$ cat src/rtl/engine_set_ops_merge_kernel.sv
// Set-operation merge kernel: pulls one configuration word per job, then merges two sorted
// key streams (intersect / union / diff / discard) into a result stream with a correct last flag.
`timescale 1ns/100ps
module engine_set_ops_merge_kernel #(
  parameter int DATA_WIDTH = 32,
  parameter int ID_CU      = 0,
  parameter int ID_BUNDLE  = 0,
  parameter int ID_LANE    = 0,
  parameter int ID_ENGINE  = 0,
  parameter int ID_MODULE  = 0
) (
  input  logic                  ap_clk,
  input  logic                  areset,
  input  logic                  configure_memory_in_valid,
  input  logic [1:0]            configure_memory_in_set_mask,
  input  logic [1:0]            configure_memory_in_set_operation,
  output logic                  fifo_configure_memory_signals_in_rd_en,
  input  logic                  a_valid,
  input  logic                  a_last,
  input  logic [DATA_WIDTH-1:0] a_data,
  output logic                  a_ready,
  input  logic                  b_valid,
  input  logic                  b_last,
  input  logic [DATA_WIDTH-1:0] b_data,
  output logic                  b_ready,
  output logic                  out_valid,
  output logic [DATA_WIDTH-1:0] out_data,
  output logic                  out_last,
  input  logic                  out_ready,
  output logic                  busy_out,
  output logic                  done_out,
  output logic [31:0]           result_count
);

  localparam logic [1:0] OP_INTERSECT = 2'd0;
  localparam logic [1:0] OP_UNION     = 2'd1;
  localparam logic [1:0] OP_DIFF      = 2'd2;

  typedef enum logic [2:0] {S_IDLE, S_REQ, S_WAIT, S_RUN, S_FLUSH, S_DONE} state_t;

  state_t                r_state, w_nextState;
  logic [1:0]            r_op;
  logic                  r_exA, r_exB;
  logic [31:0]           r_count;
  logic                  r_hValid;
  logic [DATA_WIDTH-1:0] r_hData;
  logic                  r_oValid, r_oLast;
  logic [DATA_WIDTH-1:0] r_oData;

  logic                  w_decide, w_popA, w_popB, w_emit, w_stall, w_emitFire;
  logic [DATA_WIDTH-1:0] w_emitData;
  logic                  w_oAccept, w_flushMove, w_loadO, w_latch, w_exANext, w_exBNext;

  // Placement identifiers carry no logic; referencing them keeps them visible to elaboration.
  if (ID_CU < 0 || ID_BUNDLE < 0 || ID_LANE < 0 || ID_ENGINE < 0 || ID_MODULE < 0) begin : g_badPlacementId
  end

  always_comb begin
    w_popA     = 1'b0;
    w_popB     = 1'b0;
    w_emit     = 1'b0;
    w_emitData = a_data;
    w_decide   = (r_state == S_RUN) && !(r_exA && r_exB) &&
                 (r_exA || a_valid) && (r_exB || b_valid);
    if (w_decide) begin
      if (!r_exA && !r_exB) begin
        case (r_op)
          OP_INTERSECT: begin
            w_popA = (a_data <= b_data);
            w_popB = (a_data >= b_data);
            w_emit = (a_data == b_data);
          end
          OP_UNION: begin
            w_popA = (a_data <= b_data);
            w_popB = (a_data >= b_data);
            w_emit = 1'b1;
            if (a_data > b_data) w_emitData = b_data;
          end
          OP_DIFF: begin
            w_popA = (a_data <= b_data);
            w_popB = (a_data >= b_data);
            w_emit = (a_data < b_data);
          end
          default: begin
            w_popA = 1'b1;
            w_popB = 1'b1;
          end
        endcase
      end else if (r_exB) begin
        w_popA = 1'b1;
        w_emit = (r_op == OP_UNION) || (r_op == OP_DIFF);
      end else begin
        w_popB     = 1'b1;
        w_emit     = (r_op == OP_UNION);
        w_emitData = b_data;
      end
    end
  end

  // An emit with H full needs O free; otherwise the whole decision waits.
  assign w_stall     = w_emit && r_hValid && r_oValid && !out_ready;
  assign w_emitFire  = w_emit && !w_stall;
  assign a_ready     = w_popA && !w_stall;
  assign b_ready     = w_popB && !w_stall;
  assign w_oAccept   = !r_oValid || out_ready;
  assign w_flushMove = (r_state == S_FLUSH) && r_hValid && w_oAccept;
  assign w_loadO     = (w_emitFire && r_hValid) || w_flushMove;
  assign w_latch     = (r_state == S_WAIT) && configure_memory_in_valid;
  assign w_exANext   = r_exA || (a_ready && a_valid && a_last);
  assign w_exBNext   = r_exB || (b_ready && b_valid && b_last);

  always_ff @(posedge ap_clk or posedge areset) begin
    if (areset) begin
      r_state <= S_IDLE;
    end else begin
      r_state <= w_nextState;
    end
  end

  always_comb begin
    w_nextState = r_state;
    case (r_state)
      S_IDLE:  w_nextState = S_REQ;
      S_REQ:   w_nextState = S_WAIT;
      S_WAIT:  if (configure_memory_in_valid) w_nextState = S_RUN;
      S_RUN:   if (w_exANext && w_exBNext) w_nextState = S_FLUSH;
      S_FLUSH: if (!r_hValid && w_oAccept) w_nextState = S_DONE;
      S_DONE:  w_nextState = S_IDLE;
      default: w_nextState = S_IDLE;
    endcase
  end

  always_ff @(posedge ap_clk or posedge areset) begin
    if (areset) begin
      r_op    <= 2'd0;
      r_exA   <= 1'b0;
      r_exB   <= 1'b0;
      r_count <= 32'd0;
    end else if (w_latch) begin
      r_op    <= configure_memory_in_set_operation;
      r_exA   <= !configure_memory_in_set_mask[0];
      r_exB   <= !configure_memory_in_set_mask[1];
      r_count <= 32'd0;
    end else begin
      r_exA <= w_exANext;
      r_exB <= w_exBNext;
      if (w_emitFire) r_count <= r_count + 32'd1;
    end
  end

  // H always keeps the newest emit back so the final element can be tagged last at flush.
  always_ff @(posedge ap_clk or posedge areset) begin
    if (areset) begin
      r_hValid <= 1'b0;
      r_hData  <= '0;
      r_oValid <= 1'b0;
      r_oLast  <= 1'b0;
      r_oData  <= '0;
    end else begin
      if (w_loadO) begin
        r_oValid <= 1'b1;
        r_oData  <= r_hData;
        r_oLast  <= w_flushMove;
      end else if (r_oValid && out_ready) begin
        r_oValid <= 1'b0;
        r_oLast  <= 1'b0;
      end
      if (w_emitFire) begin
        r_hValid <= 1'b1;
        r_hData  <= w_emitData;
      end else if (w_flushMove) begin
        r_hValid <= 1'b0;
      end
    end
  end

  assign fifo_configure_memory_signals_in_rd_en = (r_state == S_REQ);
  assign busy_out     = (r_state == S_REQ) || (r_state == S_WAIT) ||
                        (r_state == S_RUN) || (r_state == S_FLUSH);
  assign done_out     = (r_state == S_DONE);
  assign out_valid    = r_oValid;
  assign out_data     = r_oData;
  assign out_last     = r_oLast;
  assign result_count = r_count;

endmodule

$ cat config.mk
export PLATFORM = sky130hd
export DESIGN_NAME = engine_set_ops_merge_kernel
export DESIGN_NICKNAME = d
export VERILOG_FILES = /design/src/rtl/engine_set_ops_merge_kernel.sv
export SDC_FILE = /design/constraint.sdc
export NUM_CORES = 1
export LEC_CHECK = 0
export ABC_AREA = 1
export CAP_MARGIN = 20
export CORE_MARGIN = 5
export CORE_UTILIZATION = 55
export DETAILED_ROUTE_END_ITERATION = 8
export MAX_ROUTING_LAYER = met4
export PLACE_DENSITY = 0.85
export SLEW_MARGIN = 20
export SYNTH_ARGS = -nofsm -noshare
export SYNTH_HDL_FRONTEND = slang
export SYNTH_SLANG_ARGS = --single-unit
$ cat constraint.sdc
create_clock -name ap_clk -period 6.15 [get_ports ap_clk]
set_input_delay 0.615 -clock ap_clk [delete_from_list [all_inputs] [get_ports ap_clk]]
set_output_delay 0.615 -clock ap_clk [all_outputs]
set_load 0.005 [all_outputs]
======== Word-level counts from Yosys, hierarchy flattened ========
Index checks and enable logic that the tools add are counted.
storage, ports and cells
  flip-flop bits (word level) ............. 106
operators by class
  add/subtract/negate cells ............... 1
  $lt $le $gt $ge ......................... 4
  equality and inequality tests ........... 11
  mux-type cells .......................... 30
  reduce and logical (&&, ||, !) cells .... 48
operators with widths
  operator                 count
  $mux W32                 7
  $add A32 B1 Y32 const B  1
  $eq A32 B32 Y1           1
  $ge A32 B32 Y1           1
  $gt A32 B32 Y1           1
  $le A32 B32 Y1           1
  $lt A32 B32 Y1           1
  $logic_and A1 B1 Y1      22
  $mux W1                  18
  $pmux W3 S5              1
  $logic_or A1 B1 Y1       10
  $logic_not A1 Y1         9
  $mux W3                  3
  $eq A3 B2 Y1 const B     2
  $eq A3 B3 Y1 const B     2
  $ne A2 B2 Y1 const B     3
  $reduce_bool A2 Y1       3
  $eq A3 B1 Y1 const B     1
  $logic_not A3 Y1         1
  $pmux W1 S3              1
  $reduce_and A3 Y1        1
  $reduce_or A3 Y1         1
  $eq A2 B1 Y1 const B     1
  $eq A2 B2 Y1 const B     1
  $logic_not A2 Y1         1

======== Longest topological paths before layout ========
  depth in word-level cells ............... 17
  mapped depth ............................ 24

======== Worst setup path after synthesis ========
Ideal clock, no wire load.
  path type ............................... input-to-output
  start point ............................. input port b_data[31]
  end point ............................... output port a_ready
  data arrival time ....................... 1996 ps
  setup slack ............................. 3539 ps
  stages .................................. 17
  buffers on the path ..................... 0
  path through ............................ inv_1 ha_1 nand2_1 nor2_2 nand2_1 nor3b_2 nand2_1 inv_2 nand2_1 nand2_1 inv_1 nand2_1 nand2_1 nand2_1 nand3_1 nand2_1 inv_1
on the way
  cells in the longest elaborated chain, start to end .. 9
  elaborated cells on any way between the ends .. 14
  those cells by class .................... order compare (2); eq/ne (1); mux (6); reduce/logical (5)
ends and longest elaborated chain
  item                                                     RTL line  text
  from (decl)                                              24        input logic [DATA_WIDTH-1:0] b_data,
  $lt A32 B32 Y1 / $eq A32 B32 Y1 (equally long branches)  82, 71
  $pmux W1 S3                                              67        case (r_op)
  $mux W1                                                  66        if (!r_exA && !r_exB) begin
  $mux W1                                                  65        if (w_decide) begin
  $logic_and A1 B1 Y1 (3 in series)                        101       assign w_stall = w_emit && r_hValid && r_oValid && !out_ready;
  $logic_not A1 Y1                                         103       assign a_ready = w_popA && !w_stall;
  $logic_and A1 B1 Y1 *                                    103
  to (decl)                                                21        output logic a_ready,
Every way passes the cells marked *; elsewhere a longest branch is shown, timed or not.

======== Final worst setup path ========
  start point ............................. input port b_data[27]
  end point ............................... register r_count[20], in the netlist result_count[20]
on the way
  cells in the longest elaborated chain, start to end .. 10
  elaborated cells on any way between the ends .. 11
  those cells by class .................... order compare (1); eq/ne (1); mux (3); reduce/logical (6)
ends and longest elaborated chain
  item                                                     RTL line  text
  $lt A32 B32 Y1 / $eq A32 B32 Y1 (equally long branches)  82, 71
  $pmux W1 S3 *                                            67
  $mux W1 *                                                66
  $mux W1 *                                                65
  $logic_and A1 B1 Y1 (3 in series)                        101
  $logic_not A1 Y1                                         102       assign w_emitFire = w_emit && !w_stall;
  $logic_and A1 B1 Y1 *                                    102
  $reduce_bool A2 Y1 (no source line) *                    -
  to (signal assigned)                                     147       if (w_emitFire) r_count <= r_count + 32'd1;
  to (decl)                                                44        logic [31:0] r_count;
Marks and branches as above.
A chain may end at the register's enable or synchronous reset.

==> flow_summary_export.csv <==
group,metric,value,unit
global_routing,first_global_vias,6651,
cells_and_area,filler_cell_count,1095,
logic_synthesis,synth_area_leader_cell,"sky130_fd_sc_hd__dfrtp_1",
die,die_area,15000,um^2
setup_path,cp.required,6.35,ns
die,core_area,12500,um^2
logic_synthesis,synth_top_area_frac,0.380,
setup_path,path_common_cell,"sky130_fd_sc_hd__nand2_1",
die,count_of_boundary_i_o_pins,147,
setup_path,critPathKind,"input pin to register",
global_routing,grt_overflow,0,
logic_synthesis,async_flop_share,1.00,
routing,vias,6965,
die,die_h,123,um
logic_synthesis,synth_fp_nets,1071,
routing,routed_wirelength,18.7,mm
routing,drc,0,
clock_network,cts.hold.buffers_added,0,
setup_path,cp-start-kind,"input pin",
global_routing,antenna_found_initial,0,
clock_network,postCtsSetupBuffers,0,
global_routing,grt_use_total,0.264,
cells_and_area,final_net_count,1187,
setup_path,cp_max_fo,65,
routing,wire_per_inst,14.9,um
setup_path,crit_arrival,4.42,ns
logic_synthesis,ys.flop_type,"sky130_fd_sc_hd__dfrtp_1",
logic_synthesis,synth-seq-area-share,0.380,
logic_synthesis,yosys-top-cells-area,"sky130_fd_sc_hd__dfrtp_1 38%, sky130_fd_sc_hd__nand2_1 11%, sky130_fd_sc_hd__o21ai_0 6.9%",
setup_path,rr_worst_depth,11,
place,io_buffers,146,
min_path,whs_path_depth,2,
logic_synthesis,yosys_warnings,0,
die,core.rowCount,41,
clock_network,worstSkewPairLatency,0.36,ns
place,gp_routability_congestion,0.913,
timing,tightest_slew,1.02,ns
die,floorplan.initialDensity,0.557,
status,outcome,"completed",
timing,grt_setup_unrepaired,"false",
routing,firstDrtPassIters,6,
timing,hold_ws,0.487,ns
clock_network,tritoncts,"yes",
logic_synthesis,ys_ff_latch,106,
logic_synthesis,netlist_instances,958,
timing,report.final.setup_viol,0,
setup_path,worstSetupEndpointType,"register",
logic_synthesis,avgSynthCellArea,7.28,um^2
clock_network,h-tree-depth,3,
setup_path,slowest_stage,"sky130_fd_sc_hd__clkinv_2",
clock_network,post_cts_resize_count,0,
setup_path,cpPeakStageDelay,0.84,ns
logic_synthesis,post-synth-top-count-cell,"sky130_fd_sc_hd__nand2_1",
setup_path,path_cells,"clkdlybuf4s50_1 -> inv_1 -> ha_1 -> nand2_1 -> nor2_1 -> nand2_1 -> nor3b_2 -> nand2_1 -> inv_2 -> nand2_1 -> nand2_1 -> inv_1 -> nand2_1 -> nand2_1 -> nand2_1 -> nand2_2 -> nor2_4 -> clkinv_2 -> nand2_2 -> inv_2 -> nand2_1 -> o31ai_1",
timing,final_hold_viol_count,0,
routing,ant_nets,0,
logic_synthesis,synth-edff-count,0,
routing,avgViaCountPerCell,5.57,
cells_and_area,post_route_cells_drive_above_1_share,0.0436,
power_and_ir_drop,power.density,340,nW/um^2
die,die_x_extent,123,um
global_routing,wire_length_of_the_first_global_routing_pass,31.1,mm
timing,setup_tns,0,ns
timing,period_minus_ws_final,4.21,ns
logic_synthesis,synth_commonest_cells,"196 x sky130_fd_sc_hd__nand2_1, 111 x sky130_fd_sc_hd__inv_1, 107 x sky130_fd_sc_hd__nor2_1, 106 x sky130_fd_sc_hd__dfrtp_1, 96 x sky130_fd_sc_hd__o21ai_0",
timing,finClkSkew,0.0106,ns
clock_network,clock_tree.buffer_depth,2,
cells_and_area,antenna_cells,0,
clock_network,cts_buf_count,9,
power_and_ir_drop,power.ir.vdd_worst,234,uV
flow_run,drv_cap,0,
timing,max_slew_margin,0.314,
cells_and_area,area_delta_synth_final,25.7,%
power_and_ir_drop,leakagePower,3.82,nW
routing,dr.first_iter.drc_count,538,
place,dp.final_hpwl,13.4,mm
min_path,worstHoldPathType,"register to register",
global_routing,grt_max_degree,67,
timing,slew_viols_final,0,
logic_synthesis,synthesis.area,6980,um^2
timing,maximum_clock_rate,237,MHz
logic_synthesis,yosys.cell_types.count,42,
clock_network,clk_pin_slew_worst_paths,0.06,ns
clock_network,clock_tree.root_cell,"sky130_fd_sc_hd__clkbuf_16",
timing,final.period_utilization,0.685,
clock_network,numClockSinks,106,
-- metrics by stage --
| step | setup WS [ns] | utilization | cells | power [mW] | instance area (um^2) |
|---|---|---|---|---|---|
| after floorplan | 2.75 | - | 958 | 1.91 | 6980 |
| after global placement | 2.07 | 0.679 | 1235 | 2.39 | 8500 |
| after detailed placement | 1.96 | 0.679 | 1235 | 2.43 | 8500 |
| after CTS | 1.84 | 0.700 | 1250 | 2.98 | 8770 |
| after global routing | 1.60 | 0.701 | 1250 | 3.22 | 8770 |
| final | 1.94 | 0.701 | 1250 | 2.98 | 8770 |
-- where the power goes --
part,total [mW],switching [mW],internal (mW),leakage [nW]
sequential,1.17,0.228,0.939,1.40
clock,0.546,0.264,0.282,0.134
combinational,1.27,0.709,0.561,2.28
total,2.98,1.20,1.78,3.82
-- worst paths after layout --
path	endpoint	slack, ns	start
min in group asynchronous	out_last$_DFFE_PP0P_	0.66	areset
setup / recovery	result_count[20]$_DFFE_PP0P_	1.94	b_data[27]
hold reg to reg	r_hData[5]$_DFFE_PP0P_	0.49	r_hData[5]$_DFFE_PP0P_
setup reg to reg	result_count[20]$_DFFE_PP0P_	2.29	r_exB$_DFF_PP0_
hold / removal	r_hData[5]$_DFFE_PP0P_	0.49	r_hData[5]$_DFFE_PP0P_
max in group asynchronous	r_exB$_DFF_PP0_	4.23	areset
-- logic make-up (layout without fill, tap and decap cells) --
kind of cell	after synthesis	in the layout	share of synthesized area
adders and majority gates	37	37	0.0663
DFF	106	106	0.380
xor gates and xnor gates	14	14	0.0176
AOI/OAI and AO/OA	263	263	0.214
and+or+nand+nor	373	373	0.225
buffers and inverters	165	285	0.0968
-- placed cells by master (no fill, tap or decap), types with 3 or more instances in the layout --
master | Yosys | final
sky130_fd_sc_hd__o221ai_1 | 30 | 30
sky130_fd_sc_hd__nand4_1 | 8 | 8
sky130_fd_sc_hd__buf_4 | 4 | 7
sky130_fd_sc_hd__clkinv_2 | 0 | 4
sky130_fd_sc_hd__dfrtp_1 | 106 | 105
sky130_fd_sc_hd__o21a_1 | 3 | 3
sky130_fd_sc_hd__nand2_1 | 196 | 196
sky130_fd_sc_hd__clkdlybuf4s50_1 | 0 | 146
sky130_fd_sc_hd__a21oi_1 | 55 | 55
sky130_fd_sc_hd__inv_2 | 6 | 5
sky130_fd_sc_hd__nor2_1 | 107 | 105
sky130_fd_sc_hd__nand3_1 | 20 | 20
sky130_fd_sc_hd__o21ai_0 | 96 | 96
sky130_fd_sc_hd__xnor2_1 | 5 | 5
sky130_fd_sc_hd__xor2_1 | 9 | 9
sky130_fd_sc_hd__o21ai_1 | 56 | 56
sky130_fd_sc_hd__nor3_1 | 17 | 17
sky130_fd_sc_hd__o31ai_1 | 14 | 14
sky130_fd_sc_hd__clkbuf_16 | 0 | 9
sky130_fd_sc_hd__nor4_1 | 6 | 6
sky130_fd_sc_hd__nor2_4 | 2 | 4
sky130_fd_sc_hd__nor3_2 | 3 | 3
sky130_fd_sc_hd__inv_1 | 111 | 109
sky130_fd_sc_hd__ha_1 | 37 | 37
-- final cells by class --
type | count | area [um^2] | share of cell area
clock buffer | 10 | 239 | 0.0272
clock inverter | 5 | 31.3 | 0.00357
inverter | 117 | 443 | 0.0505
multi-input combinational | 687 | 3670 | 0.419
sequential | 106 | 2660 | 0.303
tap | 172 | 215 | 0.0245
timing repair buffer | 153 | 1510 | 0.173
-- metal layers --
layer  routed length [um]  up-vias  GRT usage
li1                     -     3432          -
met1                 8440     3263      0.357
met2                 8640      238      0.418
met3                 1130       32     0.0276
met4                  444        0     0.0931
met5                    0        -          -
-- sequential cells by signal, indices dropped and copies added (netlist names) --
name / flops
out_data: 32
r_hValid: 1
r_state: 3
r_op: 2
out_valid: 1
out_last: 1
r_exA: 1
r_exB: 1
result_count: 32
r_hData: 32
-- worst max-delay path: cells and delay by family --
family	cells	cell delay, ns
simple gates	14	1.77
buf+inv	6	1.68
fa+ha+maj	1	0.29
compound gates	1	0.06
Note: power is estimated with default switching activity, not from simulation.
